**src/rtl/fetch_prefetch_queue.sv**
```systemverilog
// fetch_prefetch_queue: fetch PC owner plus in-order prefetch buffer
// that feeds IF/ID.
// Ports: clk, reset (sync, active-high); redirect_valid/redirect_pc from
// EX/MEM; stall from the hazard unit; imem_req/addr/gnt/rvalid/rdata to
// the pipelined I-memory; if_valid/if_pc/if_instr to IF/ID.
module fetch_prefetch_queue #(
  parameter int          DEPTH    = 4,
  parameter logic [63:0] RESET_PC = 64'h0
) (
  input  logic        clk,
  input  logic        reset,
  input  logic        redirect_valid,
  input  logic [63:0] redirect_pc,
  input  logic        stall,
  output logic        imem_req,
  output logic [63:0] imem_addr,
  input  logic        imem_gnt,
  input  logic        imem_rvalid,
  input  logic [31:0] imem_rdata,
  output logic        if_valid,
  output logic [63:0] if_pc,
  output logic [31:0] if_instr
);

  localparam int AW = $clog2(DEPTH);
  localparam int CW = AW + 1;

  typedef logic [AW-1:0] ptr_t;
  typedef logic [CW-1:0] cnt_t;

  logic [63:0]      r_pc    [DEPTH];
  logic [31:0]      r_instr [DEPTH];
  logic [DEPTH-1:0] r_filled;
  ptr_t             r_alloc;
  ptr_t             r_fill;
  ptr_t             r_head;
  cnt_t             r_occ;
  cnt_t             r_pend;
  cnt_t             r_drop;
  logic [63:0]      r_fetch_pc;

  logic             w_alloc;
  logic             w_fill;
  logic             w_drop;
  logic             w_pop;
  logic [CW:0]      w_sum;
  cnt_t             w_drop_redir;
  logic [DEPTH-1:0] w_filled_nxt;

  // Registered occupancy only: a pop this cycle does not open a slot.
  assign imem_req  = !reset && !redirect_valid
                   && (r_occ < cnt_t'(DEPTH));
  assign imem_addr = r_fetch_pc;

  assign w_alloc = imem_req && imem_gnt;
  assign w_drop  = imem_rvalid && (r_drop != '0);
  // A response with nothing pending and nothing to drop is ignored.
  assign w_fill  = imem_rvalid && (r_drop == '0)
                 && (r_pend != '0);

  assign if_valid = (r_occ != '0) && r_filled[r_head];
  assign if_pc    = if_valid ? r_pc[r_head] : '0;
  assign if_instr = if_valid ? r_instr[r_head] : '0;
  assign w_pop    = if_valid && !stall && !redirect_valid;

  // Responses still owed by the memory after a redirect: everything
  // pending plus what was already owed, less the one arriving now.
  always_comb begin
    w_sum = (CW+1)'(r_drop) + (CW+1)'(r_pend);
    if (imem_rvalid && (w_sum != '0)) begin
      w_sum = w_sum - (CW+1)'(1);
    end
    w_drop_redir = (w_sum > (CW+1)'(DEPTH))
                 ? cnt_t'(DEPTH) : cnt_t'(w_sum);
  end

  always_comb begin
    w_filled_nxt = r_filled;
    if (w_alloc) w_filled_nxt[r_alloc] = 1'b0;
    if (w_fill)  w_filled_nxt[r_fill]  = 1'b1;
    if (w_pop)   w_filled_nxt[r_head]  = 1'b0;
  end

  always_ff @(posedge clk) begin
    if (reset) begin
      r_alloc    <= '0;
      r_fill     <= '0;
      r_head     <= '0;
      r_occ      <= '0;
      r_pend     <= '0;
      r_drop     <= '0;
      r_filled   <= '0;
      r_fetch_pc <= RESET_PC;
    end else if (redirect_valid) begin
      r_alloc    <= '0;
      r_fill     <= '0;
      r_head     <= '0;
      r_occ      <= '0;
      r_pend     <= '0;
      r_filled   <= '0;
      r_drop     <= w_drop_redir;
      r_fetch_pc <= {redirect_pc[63:2], 2'b00};
    end else begin
      r_filled <= w_filled_nxt;
      r_occ    <= r_occ + cnt_t'(w_alloc) - cnt_t'(w_pop);
      r_pend   <= r_pend + cnt_t'(w_alloc) - cnt_t'(w_fill);
      if (w_alloc) begin
        r_alloc    <= r_alloc + ptr_t'(1);
        r_fetch_pc <= r_fetch_pc + 64'd4;
      end
      if (w_fill) r_fill <= r_fill + ptr_t'(1);
      if (w_pop)  r_head <= r_head + ptr_t'(1);
      if (w_drop) r_drop <= r_drop - cnt_t'(1);
    end
  end

  // Payload storage; validity lives in r_occ/r_filled.
  always_ff @(posedge clk) begin
    if (w_alloc) r_pc[r_alloc]   <= r_fetch_pc;
    if (w_fill)  r_instr[r_fill] <= imem_rdata;
  end

endmodule

```
**config.mk**
```make
export PLATFORM = sky130hd
export DESIGN_NAME = fetch_prefetch_queue
export DESIGN_NICKNAME = d
export VERILOG_FILES = /design/src/rtl/fetch_prefetch_queue.sv
export SDC_FILE = /design/constraint.sdc
export NUM_CORES = 1
export LEC_CHECK = 0
export CAP_MARGIN = 5
export CORE_ASPECT_RATIO = 1.75
export CORE_MARGIN = 4
export CORE_UTILIZATION = 55
export DETAILED_ROUTE_END_ITERATION = 10
export GPL_TIMING_DRIVEN = 0
export PLACE_DENSITY = 0.9
export SLEW_MARGIN = 30
export SYNTH_ARGS = -nofsm -noshare
export SYNTH_HDL_FRONTEND = slang
export SYNTH_SLANG_ARGS = --single-unit
export TNS_END_PERCENT = 100
```
**constraint.sdc**
```tcl
create_clock -name clk -period 3.91 [get_ports clk]
set_clock_uncertainty 0.15 [all_clocks]
set_input_delay 0.782 -clock clk [delete_from_list [all_inputs] [get_ports clk]]
set_output_delay 0.782 -clock clk [all_outputs]
set_load 0.01 [all_outputs]
```
==> metrics.md, run 1 <==
| Metric | Value |
|---|---|
| H-tree lvl count | 2 |
| Detail Placement HPWL | 35.7 mm |
| CORE AREA | 0.0346 mm^2 |
| Worst r2r src | imem_addr[2] |
| Fmax | 261 MHz |
| Max incr delay on CP | 0.61 ns |
| DRT iter0 DRCs | 1281 |
| Slew HR | 41.3% |
| Fin crit period | 3.83 ns |
| 1st-pass router iterations | 6 |
| Slew @ Worst Pin | 0.877 ns |
| Vias after detailed routing | 12760 |
| WHS | 0.346 ns |
| Layout cells sized above 1 | 13.9% |
| Global-route wire length before repair | 76.7 mm |
| Design area | 0.0240 mm^2 |
| IO Count | 264 |
| Worst hold stages | 2 |
| R2r setup slk | 0.47 ns |
| TritonCTS Sinks | 459 |
| Setup TNS | 0 ns |
| Nets@finish | 1694 |
| Yosys cell types | 69 |
| Largest net degree at the start of global routing | 39 |
| Grt ovf | 0 |
| Fill count | 2216 |
| Max-cap check violation count | 0 |
| Vias in the first global route | 13073 |
| EDFF count, synth | 376 |
| Synth Register Bits | 459 |
| Longest Clk Path Bufs | 3 |
| Predominant post-synthesis flop cell | edfxtp_1 |
| R2R depth | 6 |
| Pwr per Cell Area | 411 mW/mm^2 |
| Starting Density | 56.0% |
| Tot GR Track Use | 26.3% |
| DRC errors left | 0 |
| GP Congestion | 0.909 |
| Critical-path top delay cell | clkdlybuf4s50_1 |
| WP data arrival | 2.90 ns |
| WL final | 51.1 mm |
| Critical Path Most Common Cell | clkbuf_2 |
| Antenna violations before repair | 7 |
| Status | finished, final reports clean |
| CTS Buf Count | 38 |
| Final Hold Viols | 0 |
| Post-DP Area | 0.0227 mm^2 |
| Fin. max-slew vios | 0 |
| Leakage power | 7.61 nW |
| Routed WL per cell | 24.8 um |
| Yosys warns | 0 |
| PortBufs | 256 |
| CTS root buf | clkbuf_16 |
| Post-route ant nets | 0 |
| Via/cell ratio | 6.19 |
| Final Util | 69.5% |
| Pre-CTS WS | -0.355 ns |
| Area delta synth->final | 24.1% |
| Clock insertion delay at the later pin of the skew report | 0.54 ns |
| Die ar. | 0.0384 mm^2 |
| Critical path type | reg -> out |
| Final WS setup | 0.0760 ns |
| Post-CTS Hold Buffers | 0 |
| RSZ-0062 raised after global routing | no |
| Crit start category | register |
| TritonCTS clock tree | built |
| Worst Path Max Fanout | 10 |
| CP endpoint kind | output pin |
| Async set or reset register ratio after synthesis | 0% |
| Synthesized instance count | 1259 |
| Post-CTS resize count | 30 |
| Final worst path period share | 98.1% |
| Die Y | 256 um |
| # setup viols final | 0 |
| Req. time, crit path | 2.98 ns |
| Die Span X | 150 um |
| Ordered list of cells on the worst path | clkbuf_2 > clkbuf_2 > mux4_2 > nor2b_1 > clkdlybuf4s50_1 |
| Hold Crit Class | reg -> reg |
| Clock-pin slew on the worst setup and hold paths | 0.06 ns |
| Sequential element share of the synthesized area | 66.9% |
| Synthesized cell area | 0.0194 mm^2 |
| Reg-to-Reg End | imem_addr[54] |
| Peak supply drop | 0.360 mV |
| Rows | 90 |
| Hold EP | r_alloc[1] |
| Buffer count from post-CTS setup fixing | 0 |
| Post-Syn Area per Cell | 15.4 um^2 |
| Critical hold path startpoint | r_alloc[1] |
-- kinds of logic after synthesis --
family / Yosys count / share of synthesized area (%)
compound gates: 131 / 4.57
xor+xnor: 25 / 1.13
other cells: 1 / 0.0194
flops: 459 / 66.9
buf+inv: 107 / 2.17
simple gates: 405 / 11.8
fa+ha+maj: 26 / 1.80
mux: 105 / 11.6
-- cell type report --
cell class,instances,area [um^2],share of cell area [%]
antenna,7,17.5,0.0729
clock inverter,14,143,0.594
inverter,39,160,0.667
sequential,459,13000,53.9
buffer,67,332,1.38
tap,460,576,2.40
clock buffer,53,1090,4.55
timing repair buffer,265,2730,11.4
multi-input combinational,696,6010,25.0
-- flip-flops by register name, indices dropped and copies added, names as in the netlist, 3 cells and up, named ones only --
name / flops
r_occ: 3
r_filled: 4
r_pc: 248
imem_addr: 62
r_instr: 128
r_pend: 3
r_drop: 3
-- synthesized netlist by cell type (all sizes together), types with 9 or more instances --
master	number	area share, %
edfxtp	376	58
mux4	95	11
nor2b	95	3.1
dfxtp	83	8.6
nand2	68	1.3
nor2	63	1.3
clkbuf	50	0.97
nand3	39	1.1
inv	37	0.72
a21oi	31	0.80
nand4	27	0.91
ha	23	1.5
o21ai	20	0.52
buf	18	0.45
and2	17	0.55
or4	16	0.68
xnor2	16	0.72
nor3	15	0.39
nor4	15	0.63
a311oi	14	0.63
and3	13	0.42
a211oi	11	0.43
a31oi	11	0.36
or3	11	0.36
xor2	9	0.41
-- cells in the final DEF, fill, tap and decap left out, types with 9 or more instances in the layout --
cell type        count
nand3_1             37
dfxtp_1             82
clkbuf_16           42
nand2_1             67
nor3_1              15
inv_1               33
nor2b_1             95
a311oi_1            14
nor2_1              62
ha_1                23
clkbuf_2            13
nand4_1             26
or4_1               13
mux4_2              95
a211oi_1            11
a21oi_1             31
a31oi_1             11
and3_1              13
xnor2_1             16
clkdlybuf4s50_1    256
or3_1               10
clkbuf_1            42
nor4_1              12
o21ai_0             20
xor2_1               9
edfxtp_1           376
and2_1              13
-- worst max-delay path, delay by kind of cell (launching register included) --
kind / cells / cell delay, ns
buf+inv: 3 / 1.37
mux: 1 / 0.25
flops: 1 / 0.44
simple gates: 1 / 0.29
-- worst max-delay path by stage --
| stage | depth (start not counted) | from | end |
|---|---|---|---|
| floorplan | 13 | redirect_valid | r_occ[2] |
| global placement | 6 | reset | r_pc[2][30] |
| detailed placement | 6 | register | if_pc[42] |
| CTS | 5 | register | if_pc[26] |
| global route | 5 | register | if_pc[41] |
| finish | 5 | register | if_pc[41] |
-- metal layers --
| metal | global-route usage, % | vias to the layer above | part of all wire, % |
|---|---|---|---|
| li1 | - | 5505 | - |
| met4 | 12.0 | 0 | 5.7 |
| met1 | 29.9 | 6331 | 33 |
| met2 | 47.5 | 752 | 53 |
| met3 | 4.64 | 172 | 7.7 |
| met5 | 0 | - | 0 |
-- stage by stage --
stage / power [mW] / instances
after floorplan: 5.82 / 1262
after global placement: 6.12 / 1978
after CTS: 9.90 / 2054
final: 9.86 / 2060
after detailed placement: 6.16 / 1987
after global routing: 10.2 / 2059
-- power breakdown --
part | leakage [nW] | switching (mW) | internal, mW | total [mW]
registers | 4.09 | 0.135 | 5.37 | 5.51
logic | 2.92 | 0.274 | 0.285 | 0.560
clock network | 0.605 | 1.64 | 2.15 | 3.79
total | 7.61 | 2.05 | 7.81 | 9.86
No activity file was read; power rests on OpenSTA's default activity.
==> run 2, diff against run 1 <==
- CORE_UTILIZATION: 55 -> 50
- PLACE_DENSITY: 0.9 -> 0.87
- clock period: 3.91 -> 3.1 ns (I/O delays scaled with it)
==> run 2 against run 1 <==
Compared with the run above:
- first-iteration DRC count up 6.8%
- largest power group unchanged
- via count up 1.4%
- final cell count up 3.0%
- design area up 2.5%
==> metrics.md, run 2 (synthesized netlist as in run 1, its figures left out) <==
| Metric | Value |
|---|---|
| Status | finished, final reports clean (unchanged) |
| Reg-to-Reg End | r_pc[3][46] (was imem_addr[54]) |
| Pre-CTS WS | -1.03 ns (was -0.355 ns) |
| Final Util | 64.3% (was 69.5%) |
| Fin. max-slew vios | 0 (unchanged) |
| Max incr delay on CP | 0.53 ns (was 0.61 ns) |
| Largest net degree at the start of global routing | 26 (was 39) |
| Fill count | 2630 (was 2216) |
| Crit start category | register (unchanged) |
| Critical hold path startpoint | r_alloc[1] (unchanged) |
| Req. time, crit path | 2.33 ns (was 2.98 ns) |
| Via/cell ratio | 6.10 (was 6.19) |
| Vias in the first global route | 12984 (was 13073) |
| WP data arrival | 2.28 ns (was 2.90 ns) |
| Area delta synth->final | 27.2% (was 24.1%) |
| Pwr per Cell Area | 534 mW/mm^2 (was 411 mW/mm^2) |
| CP endpoint kind | output pin (unchanged) |
| Routed WL per cell | 24.9 um (was 24.8 um) |
| Longest Clk Path Bufs | 3 (unchanged) |
| Hold Crit Class | reg -> reg (unchanged) |
| Setup TNS | 0 ns (unchanged) |
| Max reg flops | 248 (unchanged) |
| IO Count | 264 (unchanged) |
| CORE AREA | 0.0383 mm^2 (was 0.0346 mm^2) |
| Antenna violations before repair | 3 (was 7) |
| GP Congestion | 0.931 (was 0.909) |
| Critical-path top delay cell | mux4_2 (was clkdlybuf4s50_1) |
| Post-route ant nets | 0 (unchanged) |
| CTS root buf | clkbuf_16 (unchanged) |
| Worst r2r src | r_occ[2] (was imem_addr[2]) |
| TritonCTS clock tree | built (unchanged) |
| R2r setup slk | 0.06 ns (was 0.47 ns) |
| Worst hold stages | 2 (unchanged) |
| DRC errors left | 0 (unchanged) |
| Tot Pwr | 13.1 mW (was 9.86 mW) |
| Critical path type | reg -> out (unchanged) |
| Slew HR | 44.4% (was 41.3%) |
| Dominant delay contributor by cell family on the critical path | buffers and inverters (unchanged) |
| Nets@finish | 1729 (was 1694) |
| Die Span X | 157 um (was 150 um) |
| Fin crit period | 3.05 ns |
| 1st-pass router iterations | 6 (unchanged) |
| DRT iter0 DRCs | 1368 (was 1281) |
| Finished Layout Cells | 2121 (was 2060) |
| Final worst path period share | 98.5% |
| Peak supply drop | 0.467 mV (was 0.360 mV) |
| WL final | 52.9 mm (was 51.1 mm) |
| Clock-pin slew on the worst setup and hold paths | 0.06 ns (about the same) |
| Final Hold Viols | 0 (unchanged) |
| H-tree lvl count | 2 (unchanged) |
| Tot GR Track Use | 24.6% (was 26.3%) |
| Final WS setup | 0.0463 ns (was 0.0760 ns) |
| CTS Buf Count | 41 (was 38) |
| Post-CTS Hold Buffers | 0 (unchanged) |
| Design area | 0.0246 mm^2 (was 0.0240 mm^2) |
| Max-cap check violation count | 0 (unchanged) |
| Post-DP Area | 0.0229 mm^2 (was 0.0227 mm^2) |
| Most frequent cells in the layout | edfxtp_1 (376), clkdlybuf4s50_1 (160), mux4_2 (95), nor2b_1 (94), buf_2 (74) (was edfxtp_1 (376), clkdlybuf4s50_1 (256), mux4_2 (95), nor2b_1 (95), dfxtp_1 (82)) |
| Clock insertion delay at the later pin of the skew report | 0.55 ns (was 0.54 ns) |
| Fmax | 327 MHz |
| R2R depth | 8 (was 6) |
| Starting Density | 50.6% (was 56.0%) |
| CP bufs+invs | 4 (was 3) |
| Detail Placement HPWL | 36.2 mm (was 35.7 mm) |
| Slew @ Worst Pin | 0.832 ns (was 0.877 ns) |
| Rows | 95 (was 90) |
| Leakage power | 8.35 nW (was 7.61 nW) |
| Die Y | 268 um (was 256 um) |
| Leading cell type in the layout, fill and taps excluded | edfxtp_1 (unchanged) |
| Largest Register | r_pc (unchanged) |
| Ordered list of cells on the worst path | mux4_2 > o31ai_4 > clkbuf_8 > buf_6 > clkbuf_16 > nor2b_1 > buf_2 (was clkbuf_2 > clkbuf_2 > mux4_2 > nor2b_1 > clkdlybuf4s50_1) |
| # setup viols final | 0 (unchanged) |
| RSZ-0062 raised after global routing | yes (was no) |
| WHS | 0.354 ns (was 0.346 ns) |
| TritonCTS Sinks | 459 (unchanged) |
| Die ar. | 0.0420 mm^2 (was 0.0384 mm^2) |
| Global-route wire length before repair | 78.1 mm (was 76.7 mm) |
| Hold EP | r_alloc[1] (unchanged) |
| Vias after detailed routing | 12939 (was 12760) |
| Layout cells sized above 1 | 22.2% (was 13.9%) |
| Cell count after placement | 2019 (was 1987) |
| Grt ovf | 0 (unchanged) |
| PortBufs | 256 (unchanged) |
| Worst Path Max Fanout | 5 (was 10) |
run 2: area by class of cell:
type / instances / area, um^2 / area share, %
antenna: 3 / 7.51 / 0.0305
buffer: 66 / 584 / 2.37
clock buffer: 52 / 1120 / 4.55
clock inverter: 23 / 327 / 1.33
inverter: 39 / 166 / 0.676
multi-input combinational: 696 / 6060 / 24.6
sequential: 459 / 13000 / 52.7
tap: 485 / 607 / 2.47
timing repair buffer: 298 / 2760 / 11.2
run 2: tightest hold or removal path, cell delays in order, from the launching register on:
cell and delay (ns):
dfxtp_1 0.34, nand2_1 0.07, a21oi_1 0.05
run 2: how the worst max path moves through the flow:
stage / endpoint / depth (start not counted) / slack [ns] / from
floorplan: r_occ[2] / 13 / -0.12 / redirect_valid
global placement: if_instr[2] / 5 / -1.84 / r_occ[2]
detailed placement: if_pc[47] / 6 / -1.03 / register
CTS: if_instr[30] / 5 / -0.08 / r_head[0]
global route: r_occ[2] / 12 / -0.04 / reset
finish: if_instr[2] / 7 / 0.05 / r_head[0]
run 2: what timing repair did:
action	in CTS	in global routing
cloned	2	1
gates resized for setup	436	23
pin swaps	1	3
endpoints found under the hold margin	0	0
endpoints found under the setup margin	109	57
setup buffers	16	7
run 2: layer usage:
layer / GRT usage, % / up-vias / share of wire [%]
li1: - / 5594 / -
met1: 28.4 / 6453 / 34
met2: 44.6 / 713 / 54
met3: 3.69 / 179 / 7.0
met4: 11.7 / 0 / 5.2
met5: 0 / - / 0
run 2: where the power goes:
group          total [mW]  internal [mW]  switching, mW
Sequential           6.95           6.78          0.173
Combinational       0.734          0.370          0.363
Clock                5.46           3.24           2.21
Total                13.1           10.4           2.75
==> run 3, diff against run 2 <==
- HOLD_SLACK_MARGIN: default -> 0.08
- SKIP_LAST_GASP: default -> 1
==> run 3 against run 2 <==
Compared with the run above:
- the flow now finishes with violations (setup timing)
- global-route usage hardly changed
- first-iteration DRC count fell by 3.1%
- largest cell class unchanged
- core utilization grew 0.13 points
- routed wire length increased by 0.50%
- fmax decreased by 2.3%
- non-clock buffer count rose by 6
- worst hold slack is essentially flat
- largest power group unchanged
- clock power about the same
- clock-buffer cell count unchanged
- sequential share of layout area fell by 0.15 points
- register-to-register slack got worse by 0.09 ns
- combinational power grew 0.7%
==> metrics.md, run 3 (synthesized netlist as in run 1, its figures left out) <==
| Metric | Value |
|---|---|
| Final worst path period share | 101% (was 98.5%) |
| Critical path type | reg -> reg (was reg -> out) |
| DRC errors left | 0 (unchanged) |
| TritonCTS Sinks | 459 (unchanged) |
| RSZ-0062 raised after global routing | yes (unchanged) |
| Worst r2r src | imem_addr[12] (was r_occ[2]) |
| Vias after detailed routing | 12879 (was 12939) |
| Clock-pin slew on the worst setup and hold paths | 0.07 ns (was 0.06 ns) |
| Final WS setup | -0.0272 ns (was 0.0463 ns) |
| Leakage power | 8.42 nW (was 8.35 nW) |
| Nets@finish | 1735 (was 1729) |
| Sequential Area | 0.0130 mm^2 (about the same) |
| TritonCTS clock tree | built (unchanged) |
| Max-cap check violation count | 0 (unchanged) |
| R2r setup slk | -0.03 ns (was 0.06 ns) |
| Status | finished with violations (was finished, final reports clean) |
| Sw power | 2.75 mW (about the same) |
| Hold Crit Class | reg -> reg (unchanged) |
| Crit start category | register (unchanged) |
| Violated checks | setup timing |
| Peak supply drop | 0.467 mV (about the same) |
| Req. time, crit path | 3.36 ns (was 2.33 ns) |
| Slew HR | 41.8% (was 44.4%) |
| Max reg flops | 248 (unchanged) |
| Area delta synth->final | 27.4% (was 27.2%) |
| Layout cells sized above 1 | 22.1% (was 22.2%) |
| CP endpoint kind | register (was output pin) |
| Starting Density | 50.6% (unchanged) |
| Pwr per Cell Area | 533 mW/mm^2 (was 534 mW/mm^2) |
| Detail Placement HPWL | 36.2 mm (unchanged) |
| H-tree lvl count | 2 (unchanged) |
| Leading cell type in the layout, fill and taps excluded | edfxtp_1 (unchanged) |
| Reg-to-Reg End | imem_addr[58] (was r_pc[3][46]) |
| Critical path origin | imem_addr[12] (was r_head[0]) |
| Grt ovf | 0 (unchanged) |
| Via/cell ratio | 6.06 (was 6.10) |
| Most frequent cells in the layout | edfxtp_1 (376), clkdlybuf4s50_1 (160), mux4_2 (95), nor2b_1 (91), dfxtp_1 (78) (was edfxtp_1 (376), clkdlybuf4s50_1 (160), mux4_2 (95), nor2b_1 (94), buf_2 (74)) |
| Largest Register | r_pc (unchanged) |
| Pint | 10.4 mW (about the same) |
| Fmax | 320 MHz (was 327 MHz) |
| WL final | 53.2 mm (was 52.9 mm) |
| WP data arrival | 3.39 ns (was 2.28 ns) |
| Fill count | 2628 (was 2630) |
| CTS root buf | clkbuf_16 (unchanged) |
| Routed WL per cell | 25.0 um (was 24.9 um) |
| Rows | 95 (unchanged) |
| Die Span X | 157 um (unchanged) |
| GP Congestion | 0.931 (unchanged) |
| Slew @ Worst Pin | 0.870 ns (was 0.832 ns) |
| Setup TNS | -0.0475 ns (was 0 ns) |
| Largest net degree at the start of global routing | 26 (unchanged) |
| Die Y | 268 um (unchanged) |
| Post-route ant nets | 0 (unchanged) |
| Sequential Power Share | 52.9% (about the same) |
| Die ar. | 0.0420 mm^2 (unchanged) |
| Global-route wire length before repair | 78.1 mm (about the same) |
| Tot GR Track Use | 24.6% (about the same) |
| Sw frac | 20.9% (about the same) |
| Final Util | 64.4% (was 64.3%) |
| # setup viols final | 4 (was 0) |
| Antenna violations before repair | 3 (unchanged) |
| Fin. max-slew vios | 0 (unchanged) |
| Longest Clk Path Bufs | 3 (unchanged) |
| Worst Path Max Fanout | 10 (was 5) |
| 1st-pass router iterations | 6 (unchanged) |
| PortBufs | 256 (unchanged) |
| DRT iter0 DRCs | 1326 (was 1368) |
| Worst hold stages | 2 (unchanged) |
| Clock insertion delay at the later pin of the skew report | 0.55 ns (about the same) |
| Clock Power Share | 41.5% (about the same) |
| CTS Buf Count | 41 (unchanged) |
| IO Count | 264 (unchanged) |
| Final Hold Viols | 0 (unchanged) |
| Comb power frac | 5.6% (about the same) |
| Critical hold path startpoint | r_alloc[1] (unchanged) |
| Vias in the first global route | 12967 (was 12984) |
| Hold EP | r_alloc[1] (unchanged) |
| Fin crit period | 3.13 ns (was 3.05 ns) |
| CORE AREA | 0.0383 mm^2 (unchanged) |
| Multi-input logic area | 0.00607 mm^2 (was 0.00606 mm^2) |
| R2R depth | 6 (was 8) |
run 3: worst max-delay path, stage by stage (launching register included):
cell and delay [ns]:
dfxtp_1 0.58, nand4_1 0.33, or4_4 0.63, or4_1 0.53, buf_2 0.19, o21a_1 0.21
a2111oi_1 0.38
run 3: power by group through the flow:
stage | Clock (mW) | Sequential (mW) | Combinational [mW]
2_1_floorplan | 0 | 7.04 | 0.301
3_3_place_gp | 0 | 7.06 | 0.673
3_5_place_dp | 0 | 7.08 | 0.708
4_1_cts | 5.51 | 6.94 | 0.721
5_1_grt | 5.78 | 6.96 | 0.783
6_report | 5.45 | 6.95 | 0.739
run 3: area by class of cell:
type	count	share of cell area, %
clock buffers	52	4.54
diodes	3	0.0304
flip-flops and latches	459	52.6
inverters	39	0.675
plain buffers	65	2.26
clock inverters	23	1.32
multi-input cells	696	24.6
well taps	485	2.46
repair buffers	305	11.5
run 3: repair_timing:
action,in CTS,in global routing
hold buffers,0,0
cloned,2,2
resized for setup,375,67
setup buffers,16,13
pin swaps,1,2
endpoints found under the setup margin,109,87
run 3: routing by layer:
layer	vias up	global-route usage, %	share of wire [%]
met4	0	11.4	5.3
met1	6390	28.3	34
met2	702	44.8	54
li1	5605	-	-
met3	182	3.63	7.0
met5	-	0	0
run 3: worst max-delay path by stage:
stage                          to  cells past startpoint  slack (ns)
floorplan                r_occ[2]                     13       -0.12
global placement      if_instr[2]                      5       -1.84
detailed placement      if_pc[47]                      6       -1.03
CTS                 imem_addr[58]                      7       -0.09
global route        imem_addr[58]                      6        -0.1
finish              imem_addr[58]                      6       -0.03
run 3: through the flow:
step | power, mW | hold WS [ns] | setup slack, ns | instance area (um^2) | instances
2_1_floorplan | 7.34 | 0.319 | -0.118 | 19400 | 1262
3_3_place_gp | 7.74 | 0.325 | -1.84 | 22500 | 2003
3_5_place_dp | 7.79 | 0.346 | -1.03 | 22900 | 2019
4_1_cts | 13.2 | 0.355 | -0.0880 | 24700 | 2110
5_1_grt | 13.5 | 0.402 | -0.0984 | 24700 | 2127
6_report | 13.1 | 0.355 | -0.0272 | 24700 | 2127
